===== config.mk =====
export PLATFORM = sky130hd
export DESIGN_NAME = pcie_rst_seq_gen
export DESIGN_NICKNAME = d
export VERILOG_FILES = /design/src/rtl/pcie_rst_seq_gen.sv
export SDC_FILE = /design/constraint.sdc
export NUM_CORES = 1
export LEC_CHECK = 0
export BUFFER_PORTS_ARGS = -buffer_cell sky130_fd_sc_hd__buf_2
export CORE_MARGIN = 3
export CORE_UTILIZATION = 34
export CTS_CLUSTER_SIZE = 8
export DETAILED_ROUTE_END_ITERATION = 10
export PLACE_DENSITY = 0.61
export SLEW_MARGIN = 20
export SYNTH_ARGS = -nofsm -noshare
export SYNTH_HDL_FRONTEND = slang
export SYNTH_SLANG_ARGS = --single-unit

===== constraint.sdc =====
create_clock -name clk -period 2.4 [get_ports clk]
set_input_delay 0.12 -clock clk [delete_from_list [all_inputs] [get_ports clk]]
set_output_delay 0.12 -clock clk [all_outputs]
set_load 0.005 [all_outputs]

===== src/rtl/pcie_rst_seq_gen.sv =====
// PCIe-side reset and receive-ready sequencer.
// Each reset episode holds pcie_rst_n low, waits out a guard interval, and
// then enables pcie_tready. In RUN, pcie_tready can be throttled by an LFSR
// pattern. force_ena overrides pcie_tready in every state.
// All outputs are registered from next-state values, so no input reaches an
// output combinationally.
module pcie_rst_seq_gen #(
    parameter int          RST_HOLD_CYC = 16,
    parameter int          GUARD_CYC    = 8,
    parameter logic [15:0] LFSR_SEED    = 16'hACE1
) (
    input  logic       clk,
    input  logic       rst_n,
    input  logic       sw_rst_req,
    input  logic       force_ena,
    input  logic       force_val,
    input  logic       thr_en,
    input  logic [3:0] thr_pct,
    output logic       pcie_rst_n,
    output logic       pcie_tready,
    output logic       rst_busy,
    output logic [7:0] rst_cnt
);

    typedef enum logic [1:0] {
        ST_ASSERT = 2'd0,
        ST_GUARD  = 2'd1,
        ST_RUN    = 2'd2
    } state_t;

    // Counters are loaded with N-1 and the state moves on when the count
    // reaches zero, so an N-cycle phase lasts exactly N edges.
    localparam logic [7:0]  HOLD_LD   = 8'(RST_HOLD_CYC - 1);
    localparam logic [7:0]  GUARD_LD  = 8'(GUARD_CYC - 1);
    // Right-shift Galois taps for x^16+x^14+x^13+x^11+1.
    localparam logic [15:0] LFSR_TAPS = 16'hB400;

    state_t      state_q, state_d;
    logic [7:0]  cnt_q, cnt_d;
    logic [7:0]  rst_cnt_q, rst_cnt_d;
    logic [15:0] lfsr_q, lfsr_d;
    logic        rst_n_d, tready_d, busy_d;
    logic        pcie_rst_n_q, pcie_tready_q, rst_busy_q;

    // Next-state, counter, LFSR and next-output computation.
    always_comb begin
        state_d   = state_q;
        cnt_d     = cnt_q;
        rst_cnt_d = rst_cnt_q;
        lfsr_d    = lfsr_q;
        tready_d  = 1'b0;

        case (state_q)
            ST_ASSERT: begin
                if (cnt_q == 8'd0) begin
                    state_d = ST_GUARD;
                    cnt_d   = GUARD_LD;
                    if (rst_cnt_q != 8'hFF)
                        rst_cnt_d = rst_cnt_q + 8'd1;
                end else begin
                    cnt_d = cnt_q - 8'd1;
                end
            end
            ST_GUARD: begin
                if (cnt_q == 8'd0)
                    state_d = ST_RUN;
                else
                    cnt_d = cnt_q - 8'd1;
            end
            ST_RUN: begin
                // A software request is honoured only from RUN, so an
                // episode already in progress is never restarted or extended.
                if (sw_rst_req) begin
                    state_d = ST_ASSERT;
                    cnt_d   = HOLD_LD;
                end
            end
            default: begin
                state_d = ST_ASSERT;
                cnt_d   = HOLD_LD;
            end
        endcase

        // The throttle pattern advances only while running. It is not
        // reseeded by software reset.
        if (state_q == ST_RUN)
            lfsr_d = {1'b0, lfsr_q[15:1]} ^ ({16{lfsr_q[0]}} & LFSR_TAPS);

        if (force_ena)
            tready_d = force_val;
        else if (state_d != ST_RUN)
            tready_d = 1'b0;
        else if (!thr_en || (thr_pct == 4'd0))
            tready_d = 1'b1;
        else
            tready_d = (lfsr_q[3:0] >= thr_pct);

        rst_n_d = (state_d != ST_ASSERT);
        busy_d  = (state_d != ST_RUN);
    end

    // State, counters, LFSR and registered outputs.
    always_ff @(posedge clk or negedge rst_n) begin
        if (!rst_n) begin
            state_q       <= ST_ASSERT;
            cnt_q         <= HOLD_LD;
            rst_cnt_q     <= 8'd0;
            lfsr_q        <= LFSR_SEED;
            pcie_rst_n_q  <= 1'b0;
            pcie_tready_q <= 1'b0;
            rst_busy_q    <= 1'b1;
        end else begin
            state_q       <= state_d;
            cnt_q         <= cnt_d;
            rst_cnt_q     <= rst_cnt_d;
            lfsr_q        <= lfsr_d;
            pcie_rst_n_q  <= rst_n_d;
            pcie_tready_q <= tready_d;
            rst_busy_q    <= busy_d;
        end
    end

    assign pcie_rst_n  = pcie_rst_n_q;
    assign pcie_tready = pcie_tready_q;
    assign rst_busy    = rst_busy_q;
    assign rst_cnt     = rst_cnt_q;

endmodule

==> run metrics <==
status=finished clean; n_diodes=0; hpwl dp=~2.2 mm; syn avg cell area=~12 um2; CTS tree=yes; die height=roughly 80 um; worst skew pair latency=about 0.29 ns; clock buffer depth=2; post-synth top area share=around a third; Clk pin slew, worst setup/hold paths=0.08 ns; Synth Area in XOR/XNOR=approximately 4.8%; Yosys reg bits=37; critical path class=reg2reg; Mapped Cells=around 160; row count=26; asr flop ratio synth=between 90% and 100%; Final Critical Period=a little over 2 ns; pre-CTS setup slack=0.3095 ns; FMAX=~480 MHz; CTS buffer count=5; critical path peak fanout=8; Final Wtd Congestion=0.8269; post-route setup slack=0.3216 ns; setup TNS=0 ns; first-pass GRT wire length=5.382 mm; top cell type by total area after synthesis=dfrtp_1; proportion of synthesized area in mux cells=around 11%; cts repair resizes=0; Post-Syn Area=about 1800 um2; via count=1211; WP data required=approximately 2.6 ns; vias in the first global route=about 1200; Peak VDD IR=252.0 uV; Setup Skew=approximately 0.0073 ns; adder and majority cell fraction of the synthesized area=4.768%; final wirelength=3.052 mm; Final ANT Viol Nets=0; layout cells sized above 1=between 30% and 40%; endpoints failing setup=0; Ports=21; period utilization=between 80 and 90%; final slew viol count=0; Leakage=between 0.9 and 1 nW; Slew headroom=a little under half; die area=~6300 um2; Routed wire per std cell=12.02 um; gr usage total=between 10% and 20%; Worst setup SP type=register; Initial Util=between 30% and 40%; simple logic cell fraction of the synthesized area=between 10% and 20%; post-synthesis compound-gate area fraction=7.561%; crit path DAT=between 2 and 2.5 ns; largest family of logic cells by synthesized area=simple AND/OR/NAND/NOR gates; Synth Flop Type=dfrtp_1; post-route cell area=around 2100 um2; postcts setup bufs=0; Die Width=between 70 and 80 um; via density per instance=4.768; First DRT Iteration DRCs=39; DRT Pass-1 Iters=3; count leader, synth=dfrtp_1; syn nets=around 180; CTS HTree Levels=2; # hold bufs at CTS=1; clock sinks=37; Hold WC Path Type=in2reg; Post-synth EDFFs=0; depth of the worst register-to-register path=6; Core Region=5172 um2; RSZ-0062 raised after global routing=no; max cap viols=0; Synth cell types=37; hold path depth=2; Tot Pwr=1.820 mW; Final Hold Fails=0; CTS root buf=clkbuf_8; fin nets=200; aggregate global routing overflow=0; Power Density=~850 nW/um2; synth top area cells=dfrtp_1, dfstp_2, mux2_2, ha_1, nand2_1; Port Buf Inserts=20; DP Area=roughly 2000 um2; CP Capture Type=register; largest net degree at the start of global routing=38; register area share after synthesis=between 50% and 60%; area grow syn2layout=16.21%; Worst Tran Pin Value=about 0.79 ns; Synth Warn #=0; # DRC=0; initial antenna violation count=0; synth cell count leaders=dfrtp_1, mux2_2, nand2_1
-- state kept, by name, indices dropped and copies added (netlist names) --
name and count:
lfsr_q 16, pcie_rst_n 1, cnt_q 8, rst_busy 1, pcie_tready 1, rst_cnt 8, state_q 2
-- final cells by class --
cell class / instances / area (um2)
clock buffer: 6 / 72.57
clock inverter: 2 / 38.79
fill: 518 / 3038
inverter: 8 / 30.03
multi-input combinational: 108 / 838.3
sequential: 37 / 942.2
tap: 70 / 87.58
timing repair buffer: 23 / 125.1
-- power breakdown --
part,total (mW),switching (mW),internal [mW]
combinational,0.405,0.190,0.215
sequential,0.883,0.130,0.753
clock,0.533,0.221,0.312
total,1.82,0.540,1.28
-- per-layer routing --
layer  vias to the layer above  global-route usage [%]  part of all wire [%]
li1                        610                       -                     -
met1                       580                   13.58                    48
met2                        14                   16.53                    45
met3                         7                   4.289                   4.1
met4                         0                   6.186                   2.6
met5                         -                       0                     0
-- worst max-delay path, stage by stage, from the launching register on --
cell and delay (ns):
dfstp_2 0.37, inv_1 0.08, ha_1 0.14, nor3b_2 0.36
nand3_2 0.27, nor4_1 0.36, mux2_2 0.38
-- layout by cell type (no fill, tap or decap), drive strengths merged, types with 5 or more instances in the layout --
cell / synthesis / routed
dfrtp: 24 / 24
inv: 8 / 8
buf: 1 / 22
xor2: 6 / 6
ha: 7 / 7
nand2: 14 / 14
clkbuf: 4 / 6
dfstp: 13 / 13
mux2: 15 / 15
nor3: 5 / 5
nand3: 7 / 7
o21ai: 8 / 8
nor2: 6 / 6
nand2b: 5 / 5
-- logic make-up after synthesis --
| kind of cell | after synthesis |
|---|---|
| and+or+nand+nor | 52 |
| DFF | 37 |
| AOI/OAI and AO/OA | 20 |
| muxes | 19 |
| buffers and inverters | 13 |
| xor gates and xnor gates | 10 |
| adders and majority gates | 7 |
-- metrics by stage --
step                instances  util, %  hold slack [ns]
floorplan                 158        -          -0.1756
finish                    254    41.27           0.1125
global placement          245    38.92           0.2649
global route              254    41.27           0.1204
detailed placement        245    38.92           0.2618
CTS                       254    41.27           0.1010
-- path summary, 6_finish.rpt --
kind | from | to | slack, ns
min | force_ena | pcie_tready | 0.11
max in group asynchronous | rst_n | cnt_q[5] | 1.45
min reg2reg | lfsr_q[10] | lfsr_q[10] | 0.48
max | cnt_q[0] | rst_cnt[7] | 0.32
min in group asynchronous | rst_n | lfsr_q[3] | 0.45
max reg2reg | cnt_q[0] | rst_cnt[7] | 0.32
No activity file was read; power rests on OpenSTA's default activity.
